--- src/rtl/gray_counter_if.sv ---
// gray_counter_if: control, load data and count outputs of the Gray counter
interface gray_counter_if #(parameter int N = 6);
    logic         en;
    logic         up;
    logic         load;
    logic [N-1:0] bin_data_in;
    logic [N-1:0] bin_data_out;
    logic [N-1:0] gray_data_out;
    logic         wrap;
    modport master (output en, up, load, bin_data_in, input bin_data_out, gray_data_out, wrap);
    modport slave  (input en, up, load, bin_data_in, output bin_data_out, gray_data_out, wrap);
endinterface

--- src/rtl/gray_counter.sv ---
// gray_counter: loadable up/down binary counter with registered Gray code and roll-over pulse
module gray_counter #(parameter int N = 6) (
    input  logic         clk,
    input  logic         rst_n,
    gray_counter_if.slave bus
);
    logic [N-1:0] b, g, nb;
    logic         w, nw;
    // Gray is encoded from the next binary value so both registers move on the same edge
    always_comb begin
        nb = bus.load ? bus.bin_data_in : !bus.en ? b : bus.up ? b + N'(1) : b - N'(1);
        nw = !bus.load && bus.en && (bus.up ? &b : ~|b);
    end
    always_ff @(posedge clk or negedge rst_n) begin
        if (!rst_n) begin
            b <= '0;
            g <= '0;
            w <= 1'b0;
        end else begin
            b <= nb;
            g <= nb ^ (nb >> 1);
            w <= nw;
        end
    end
    assign bus.bin_data_out  = b;
    assign bus.gray_data_out = g;
    assign bus.wrap          = w;
endmodule

--- src/flat_wrapper.sv ---
// flat-port wrapper written by rule: the top's interface ports become plain ports
module gray_counter_flat 
#(parameter int N = 6)
  (clk, rst_n, bus_en, bus_up, bus_load, bus_bin_data_in, bus_bin_data_out, bus_gray_data_out, bus_wrap);
  gray_counter_if #(.N(N)) bus_i ();
  input  logic clk;
  input  logic rst_n;
  input wire logic [$bits(bus_i.en)-1:0] bus_en;
  input wire logic [$bits(bus_i.up)-1:0] bus_up;
  input wire logic [$bits(bus_i.load)-1:0] bus_load;
  input wire logic [$bits(bus_i.bin_data_in)-1:0] bus_bin_data_in;
  output wire logic [$bits(bus_i.bin_data_out)-1:0] bus_bin_data_out;
  output wire logic [$bits(bus_i.gray_data_out)-1:0] bus_gray_data_out;
  output wire logic [$bits(bus_i.wrap)-1:0] bus_wrap;
  assign bus_i.en = bus_en;
  assign bus_i.up = bus_up;
  assign bus_i.load = bus_load;
  assign bus_i.bin_data_in = bus_bin_data_in;
  assign bus_bin_data_out = bus_i.bin_data_out;
  assign bus_gray_data_out = bus_i.gray_data_out;
  assign bus_wrap = bus_i.wrap;
  gray_counter #(.N(N)) u_core (.clk(clk), .rst_n(rst_n), .bus(bus_i));
endmodule
--- config.mk ---
export PLATFORM = sky130hd
export DESIGN_NAME = gray_counter_flat
export DESIGN_NICKNAME = d
export VERILOG_FILES = /design/src/rtl/gray_counter_if.sv /design/src/rtl/gray_counter.sv /design/src/flat_wrapper.sv
export SDC_FILE = /design/constraint.sdc
export NUM_CORES = 1
export LEC_CHECK = 0
export BUFFER_PORTS_ARGS = -buffer_cell sky130_fd_sc_hd__buf_4
export CAP_MARGIN = 20
export CORE_MARGIN = 2
export CORE_UTILIZATION = 52
export DETAILED_ROUTE_END_ITERATION = 8
export GPL_ROUTABILITY_DRIVEN = 0
export PLACE_DENSITY = 0.78
export RECOVER_POWER = 50
export SYNTH_ARGS = -nofsm -noshare
export SYNTH_HDL_FRONTEND = slang
export SYNTH_SLANG_ARGS = --single-unit
--- constraint.sdc ---
create_clock -name clk -period 3.65 [get_ports clk]
set_clock_uncertainty 0.1 [all_clocks]
set_input_delay 0.365 -clock clk [delete_from_list [all_inputs] [get_ports clk]]
set_output_delay 0.365 -clock clk [all_outputs]
set_load 0.02 [all_outputs]
==> Yosys cells after proc, flatten, opt, wreduce, memory -nomap -nowiden <==
Index checks and enable logic that the tools add are counted.
{ "totals": {"romBits": 0, "out_inout_bits": 13, "word_cells": 16, "latch_bits": 0, "register_bits": 13, "memories": 0, "inputBits": 11, "ramBits": 0} }
{ "classes": {"add_sub_neg": 2, "n_div": 0, "n_reduce_logical": 6, "n_eq_ne": 0, "shifts": 0, "mux": 4, "n_bitwise": 1, "magnitude_cmp": 0, "multipliers": 0} }
{ "op_table": {"columns": ["cell", "count"], "rows": [
  ["two-way mux 6 bit", 3],
  ["adder 6 x 1 -> 6 bit (second input constant)", 1],
  ["AND reduction 6 bit", 1],
  ["OR reduction 6 bit", 1],
  ["subtractor 6 x 1 -> 6 bit (second input constant)", 1],
  ["XOR 6 x 5 -> 6 bit", 1],
  ["logical AND 1 bit", 2],
  ["logical NOT 1 bit", 2],
  ["two-way mux 1 bit", 1]
]} }

==> Depth between registers and ports, before layout <==
Gate-level depths: netlist of run 1.
{ "depth": {"ltp_word": 5, "ltp_mapped": 8, "depth_no_buf": 8} }

==> Least setup slack after synthesis of run 1 <==
No wires, ideal clock.
{ "synth_path": {"path_type": "register to register", "from": "reg u_core.b[0] (netlist: u_core.bus.bin_data_out[0])", "to": "reg u_core.g[2] (netlist: u_core.bus.gray_data_out[2])", "t_arrival_ns": 1.726, "path_stages_with_launch": 9, "n_path_buf": 0, "setup_time_ns": 0.126, "synth_period_minus_slack_ns": 1.951, "setup_slack_ns": 1.699, "required_time_ns": 3.424, "cell_sequence": "dfrtp_1 > inv_1 > fa_1 > xnor2_1 > mux2i_1 > nor2_1 > a21oi_1 > inv_1 > xnor2_1"} }
{ "synth_via": {"elab_chain_cells": 5, "elab_cells_between_ends": 6, "classes_between": "2 x add/sub; 3 x mux; 1 x bitwise"} }
{ "synth_lines": {"columns": ["item", "line_no", "text"], "rows": [
  ["start: declaration", "gray_counter.sv:7", "logic [N-1:0] b, g, nb;"],
  ["start signal: assignment", "gray_counter.sv:20", "b <= nb;"],
  ["subtractor 6 x 1 -> 6 bit / adder 6 x 1 -> 6 bit (equally long branches)", "gray_counter.sv:11", "nb = bus.load ? bus.bin_data_in : !bus.en ? b : bus.up ? b + N'(1) : b - N'(1);"],
  ["two-way mux 6 bit * (3 in series)", "gray_counter.sv:11", null],
  ["via u_core.nb[2]", "gray_counter.sv:7", null],
  ["XOR 6 x 5 -> 6 bit *", "gray_counter.sv:21", "g <= nb ^ (nb >> 1);"],
  ["end signal: assignment", "gray_counter.sv:21", null],
  ["end: declaration", "gray_counter.sv:7", null]
]} }
Mark *: on every way through the listed nets, which the timed path passes. The rest lies on a longest branch.

==> Worst setup path in the final report of run 1 <==
Same ends and word-level chain as after synthesis.

==> run_results.csv, run 1 <==
group,metric,value,unit
route,firstDrtPassIters,4,
outcome,status,"finished, final reports clean",
clocking,cts_root_buf,"clkbuf_4",
clocking,cts_resized,0,
global_route,busiest_layer,"met2",
setup_path,rr_startpoint,"u_core.bus.bin_data_out[0]",
power_and_ir_drop,cellPowerDensity,565.7,nW/um^2
synth,synth_seq_cells,12,
synth,synth_cell_type_count,30,
die,die_h,41.78,um
route,drt-initial-drc-count,6,
die,coreArea,1318,um^2
setup_path,cp-start-kind,"flop",
route,antenna_violating_nets_post_route,0,
global_route,antenna_found_initial,0,
route,vias,582,
sta,fin_tns_setup,0,ps
sta,slew-limit-headroom,59.76,%
synth,yosys_warnings,0,
min_path,min_path_type,"input pin to flop",
global_route,track_usage,20.51,%
route,drt-total-wl,1547,um
setup_path,worstSetupPathType,"flop to flop",
global_route,grt_util_met2,35.63,%
global_route,met3_usage,8.261,%
final_layout,antennaDiodeCount,0,
setup_path,r2r_slack,1610,ps
sta,final-hold-violation-count,0,
clocking,cts_buffers,3,
synth,synth_area,742.0,um^2
die,die_w,41.78,um
clocking,cts_tree,"yes",
global_route,grt.overflow.total,0,
power_and_ir_drop,leakagePower,0.0004374,uW
global_route,grt_pass1_vias,585,
place,dp_hpwl,1165,um
sta,worstMarginPinSlew,603.7,ps
clocking,clk_path_buf_depth,2,
sta,finalSetupViolations,0,
run,drv_cap,0,
clocking,cts_num_sinks,12,
route,post_drt_wl_per_cell,13.81,um
die,start_util,56.32,%
global_route,grt_use_met1,24.65,%
sta,final_max_slew_viol_count,0,
die,io_pins,24,
final_layout,finish.instance_area,937.1,um^2
final_layout,syn_to_final_growth,26.31,%
route,drc_errors,0,
setup_path,cp_data_required_time,3700,ps
sta,fin_crit_sh,55.81,%
global_route,grt_max_degree,15,
power_and_ir_drop,vdd_drop_max,0.3864,mV
setup_path,rr_worst_depth,8,
sta,fmax,0.4909,GHz
min_path,min_from,"bus_bin_data_in[3]",
clocking,htreeDepth,1,
sta,rsz0062_at_grt,"false",
final_layout,drive_gt1_share,25.77,%
die,dieArea,1745,um^2
die,num_rows,13,
clocking,path_clk_slew,80,ps
synth,syn_area_per_cell,10.31,um^2
synth,yosysSeqAreaShare,40.47,%
sta,period_needed,2037,ps
setup_path,cp_max_fo,6,
clocking,clk_latency,280,ps
setup_path,critical_path_arrival,2090,ps
setup_path,worstSetupEndpoint,"u_core.bus.gray_data_out[2]",
global_route,grt_pass1_wl,2656,um
route,viasPerCell,5.196,
setup_path,startpoint,"u_core.bus.bin_data_out[0]",
setup_path,end_kind,"flop",
setup_path,reg2reg_to,"u_core.bus.gray_data_out[2]",
final_layout,nNetsFinal,114,
synth,synth_cells,72,
place,io_buffers,23,
synth,syn-num-nets,88,
place,place_area,909.6,um^2
-- report_power, final --
| group | switching (uW) | internal (uW) | leakage [uW] |
|---|---|---|---|
| registers | 25.7 | 165 | 0.000144 |
| logic | 129 | 105 | 0.000272 |
| clock network | 44.8 | 60.7 | 0.0000210 |
| total | 199 | 331 | 0.000437 |
-- through the flow --
step / std cells / util, % / worst slack (ps) / total power, uW / hold WS, ps
after detailed placement: 107 / 69.04 / 1532 / 438.3 / 108.1
after global routing: 112 / 71.13 / 1449 / 566.7 / 250.3
final: 112 / 71.13 / 1613 / 530.2 / 236.6
after CTS: 112 / 72.55 / 1597 / 544.3 / 238.4
after global placement: 107 / 69.04 / 1578 / 433.5 / 105.2
after floorplan: 72 / - / 1699 / 352.2 / -30.59
-- registers in the layout, indices dropped and copies added, names as in the netlist --
register,cells
u_core.bus.wrap,1
u_core.bus.bin_data_out,6
u_core.bus.gray_data_out,5
-- cells in the mapped netlist --
cell	n	area [um^2]
o21a_1	1	7.510
o21ai_1	2	10.01
a21oi_1	5	25.02
o21ai_0	1	5.000
a21o_1	1	7.510
dfrtp_1	12	300.3
a21oi_2	1	8.760
nor2_1	5	18.77
ha_1	4	50.05
mux2_1	1	11.26
nor2b_1	1	6.260
mux2i_1	1	10.01
buf_2	1	5.000
buf_6	1	11.26
buf_4	1	7.510
nand2_1	3	11.26
nor4_1	1	6.260
inv_1	6	22.52
fa_1	1	20.02
mux2i_4	1	22.52
a22oi_1	1	7.510
mux2_4	1	15.01
o41a_1	1	11.26
nand4_1	2	12.51
xor2_1	2	17.52
nor3_1	1	5.000
xnor2_1	8	70.07
nand3_1	3	15.01
nor3b_1	2	15.01
nand2b_1	1	6.260
-- routing by layer --
metal,up-vias,share of wire (%),wire length [um]
met3,0,8.4,130
met2,26,48,738
met4,0,0,0
li1,293,-,-
met5,-,0,0
met1,263,44,677
-- timing repair --
action                                 in CTS  in global routing
setup buffers                               0                  0
hold buffers                                1                  0
endpoints found under the hold margin      12                  0
-- cells in the final DEF, fill, tap and decap left out --
| master | n |
|---|---|
| buf_4 | 18 |
| mux2_4 | 1 |
| nor4_1 | 1 |
| o41a_1 | 1 |
| nand3_1 | 3 |
| nand4_1 | 2 |
| fa_1 | 1 |
| ha_1 | 4 |
| a22oi_1 | 1 |
| mux2i_1 | 1 |
| clkbuf_4 | 3 |
| clkbuf_8 | 1 |
| o21ai_0 | 2 |
| xnor2_1 | 8 |
| clkbuf_1 | 5 |
| nor3_1 | 1 |
| dfrtp_1 | 12 |
| nand2b_1 | 1 |
| o21ai_1 | 1 |
| nand2_1 | 3 |
| o21a_1 | 1 |
| mux2_1 | 1 |
| dlygate4sd3_1 | 1 |
| nor2b_1 | 1 |
| inv_1 | 6 |
| nor2_1 | 5 |
| xor2_1 | 2 |
| mux2i_4 | 1 |
| a21oi_2 | 1 |
| a21o_1 | 1 |
| a21oi_1 | 5 |
| nor3b_1 | 2 |
-- final cells by class --
cell class                 count  area (um^2)
multi-input combinational     51        395.4
inverter                       6        22.52
timing repair buffer          24        163.9
sequential                    12        300.3
fill                         119        380.4
tap                           15        18.77
clock buffer                   4        36.28
-- logic make-up (layout without fill, tap and decap cells) --
kind of cell | Yosys count | count (layout) | share of synthesized area, %
AND/OR/NAND/NOR | 19 | 19 | 12.98
AO/OA/AOI/OAI | 13 | 13 | 11.13
flip-flops | 12 | 12 | 40.47
XOR/XNOR | 10 | 10 | 11.81
buffers and inverters | 9 | 34 | 6.239
adder cells (fa/ha/maj) | 5 | 5 | 9.444
multiplexers | 4 | 4 | 7.925
-- how the worst min path moves through the flow --
| stage | end | slack, ps | cells after the start |
|---|---|---|---|
| 4_1_cts | u_core.bus.bin_data_out[3] | 240 | 3 |
| 3_3_place_gp | u_core.bus.bin_data_out[5] | 110 | 1 |
| 3_5_place_dp | u_core.bus.bin_data_out[5] | 110 | 1 |
| 6_report | u_core.bus.bin_data_out[3] | 240 | 3 |
| 2_1_floorplan | u_core.bus.bin_data_out[0] | -30 | 0 |
| 5_1_grt | u_core.bus.bin_data_out[3] | 250 | 3 |
-- worst max-delay path: stages, from the launching register on --
cell and delay [ps]:
dfrtp_1 450, inv_1 90, fa_1 460, xnor2_1 140, mux2i_1 130, nor2_1 50, a21oi_1 240, inv_1 110
xnor2_1 140
Power figures use the tool's default switching activity.
==> inputs of run 2 (changes only) <==
Settings changed: CORE_UTILIZATION 52 to 48, PLACE_DENSITY 0.78 to 0.72.
Clock period 3.65 ns to 1.9 ns, I/O delays scaled along.
==> run 2 against run 1 <==
  * Total power increased by 110%
  * Largest power group unchanged
  * Worst hold slack lost 180 ps
  * Combinational power grew 130%
==> run_results.csv, run 2 (synthesized netlist as in run 1, its figures left out) <==
group,metric,value,unit
final_layout,instances_no_fill,121,
min_path,min_from,"bus_bin_data_in[1]",
place,place_inst,115,
route,dr_wl_met3,117,um
clocking,clk_path_buf_depth,2,
setup_path,cp_max_fo,3,
power_and_ir_drop,power_frac_comb,48.5,%
global_route,grt.overflow.total,0,
power_and_ir_drop,switching_share,36.80,%
setup_path,cp_data_required_time,2000,ps
clocking,clk_latency,270,ps
route,top_layer,"met4",
setup_path,rr_worst_depth,7,
die,dieArea,1876,um^2
sta,setup_ws,38.92,ps
place,io_buffers,23,
sta,fmax,0.5373,GHz
min_path,min_path_type,"input pin to flop",
min_path,min_path_cells,3,
power_and_ir_drop,leakagePower,0.0004783,uW
route,drt-initial-drc-count,14,
die,io_pins,24,
setup_path,critical_path_arrival,1960,ps
power_and_ir_drop,cellPowerDensity,1061,nW/um^2
run,drv_cap,0,
final_layout,antennaDiodeCount,0,
min_path,holdPathEnd,"u_core.bus.bin_data_out[1]",
final_layout,drive_gt1_share,37.14,%
route,drt-total-wl,1803,um
final_layout,mostFrequentLayoutCells,"27 x buf_4, 11 x dfrtp_1, 8 x xnor2_1",
clocking,cts_tree,"yes",
route,viasPerCell,5.314,
global_route,grt_pass1_wl,2801,um
power_and_ir_drop,clockPowerShare,18.7,%
die,start_util,50.43,%
final_layout,nFillCells,129,
setup_path,reg2reg_to,"u_core.bus.gray_data_out[3]",
sta,hold_ws,58.82,ps
place,dp_hpwl,1369,um
route,met1_length,680,um
sta,fin_crit_sh,97.95,%
place,pre_cts_slack,-15.34,ps
sta,worstMarginPinSlew,664.4,ps
final_layout,largest_register_ffs,6,
outcome,status,"finished, final reports clean",
route,post_drt_wl_per_cell,14.90,um
route,firstDrtPassIters,4,
die,die_w,43.32,um
clocking,path_clk_slew,80,ps
final_layout,multiInputGateArea,416.7,um^2
sta,final_max_slew_viol_count,0,
power_and_ir_drop,seqPwrFrac,32.9,%
global_route,grt_pass1_vias,596,
final_layout,syn_to_final_growth,38.11,%
sta,period_needed,1861,ps
route,antenna_violating_nets_post_route,0,
die,die_h,43.32,um
final_layout,nNetsFinal,122,
die,num_rows,14,
sta,fin_tns_setup,0,ps
setup_path,rr_startpoint,"u_core.bus.bin_data_out[1]",
clocking,cts_buffers,3,
final_layout,register_area,301.5,um^2
setup_path,worstSetupPathType,"flop to flop",
route,vias,643,
power_and_ir_drop,p_switching,400.2,uW
global_route,grt_max_degree,15,
sta,final-hold-violation-count,0,
setup_path,cp-start-kind,"flop",
final_layout,fin_util,69.64,%
clocking,cts_root_buf,"clkbuf_4",
global_route,antenna_found_initial,0,
power_and_ir_drop,vdd_drop_max,0.7016,mV
setup_path,end_kind,"flop",
power_and_ir_drop,p_int,687.3,uW
sta,rsz0062_at_grt,"true",
global_route,track_usage,21.63,%
final_layout,layout_commonest_cell,"buf_4",
sta,finalSetupViolations,0,
route,drc_errors,0,
die,coreArea,1471,um^2
clocking,cts_num_sinks,12,
setup_path,r2r_slack,40,ps
clocking,htreeDepth,1,
route,wl_met2,983,um
sta,slew-limit-headroom,55.71,%
-- run 2: cell count changes in the layout (fill, tap and decap cells not counted), sizes merged --
cell	before	now
clkbuf	9	8
buf	18	27
-- run 2: worst max path at each step --
stage / from / cells past startpoint / slack (ps) / endpoint
2_1_floorplan: u_core.bus.bin_data_out[1] / 8 / -3 / u_core.bus.gray_data_out[2]
3_3_place_gp: bus_up / 9 / -5 / u_core.bus.gray_data_out[2]
3_5_place_dp: bus_up / 9 / -20 / u_core.bus.gray_data_out[2]
4_1_cts: u_core.bus.bin_data_out[1] / 7 / 9 / u_core.bus.gray_data_out[2]
5_1_grt: u_core.bus.bin_data_out[1] / 7 / -30 / u_core.bus.gray_data_out[2]
6_report: u_core.bus.bin_data_out[1] / 7 / 40 / u_core.bus.gray_data_out[3]
-- run 2: per-layer routing --
| metal | up-vias | global-route usage (%) |
|---|---|---|
| li1 | 316 | - |
| met1 | 303 | 23.12 |
| met2 | 22 | 37.31 |
| met3 | 2 | 8.511 |
| met4 | 0 | 9.697 |
| met5 | - | 0 |
-- run 2: stage by stage --
stage | power (uW) | area, um^2
global route | 1154 | 1025
global placement | 879.5 | 977.2
floorplan | 684.9 | 755.7
CTS | 1108 | 1031
detailed placement | 895.1 | 977.2
finish | 1087 | 1025
-- run 2: layout make-up --
| class | count | share of cell area (%) |
|---|---|---|
| Multi-Input combinational cell | 51 | 40.66 |
| Sequential cell | 12 | 29.43 |
| Timing Repair Buffer | 32 | 22.22 |
| Clock buffer | 4 | 3.541 |
| Inverter | 6 | 2.198 |
| Tap cell | 16 | 1.954 |
-- run 2: repair_timing --
action                     in CTS  in global routing
buffers inserted                1                  0
hold endpoints to repair       12                  0
setup endpoints to repair       3                  5
pin swaps                       1                  2
resized for setup               0                  3
hold buffers                    1                  0
-- run 2: power by group through the flow --
stage / clock network (uW) / logic, uW / registers, uW
6_report: 203 / 527 / 357
5_1_grt: 224 / 567 / 362
4_1_cts: 210 / 540 / 359
3_5_place_dp: 0 / 531 / 364
3_3_place_gp: 0 / 520 / 360
2_1_floorplan: 0 / 240 / 445
-- run 2: critical path, stage by stage (launching register included) --
cell and delay, ps:
dfrtp_1 400, ha_1 300, a21o_1 180, a21oi_2 130
xnor2_1 70, mux2_4 270, mux2i_4 190, xnor2_1 140
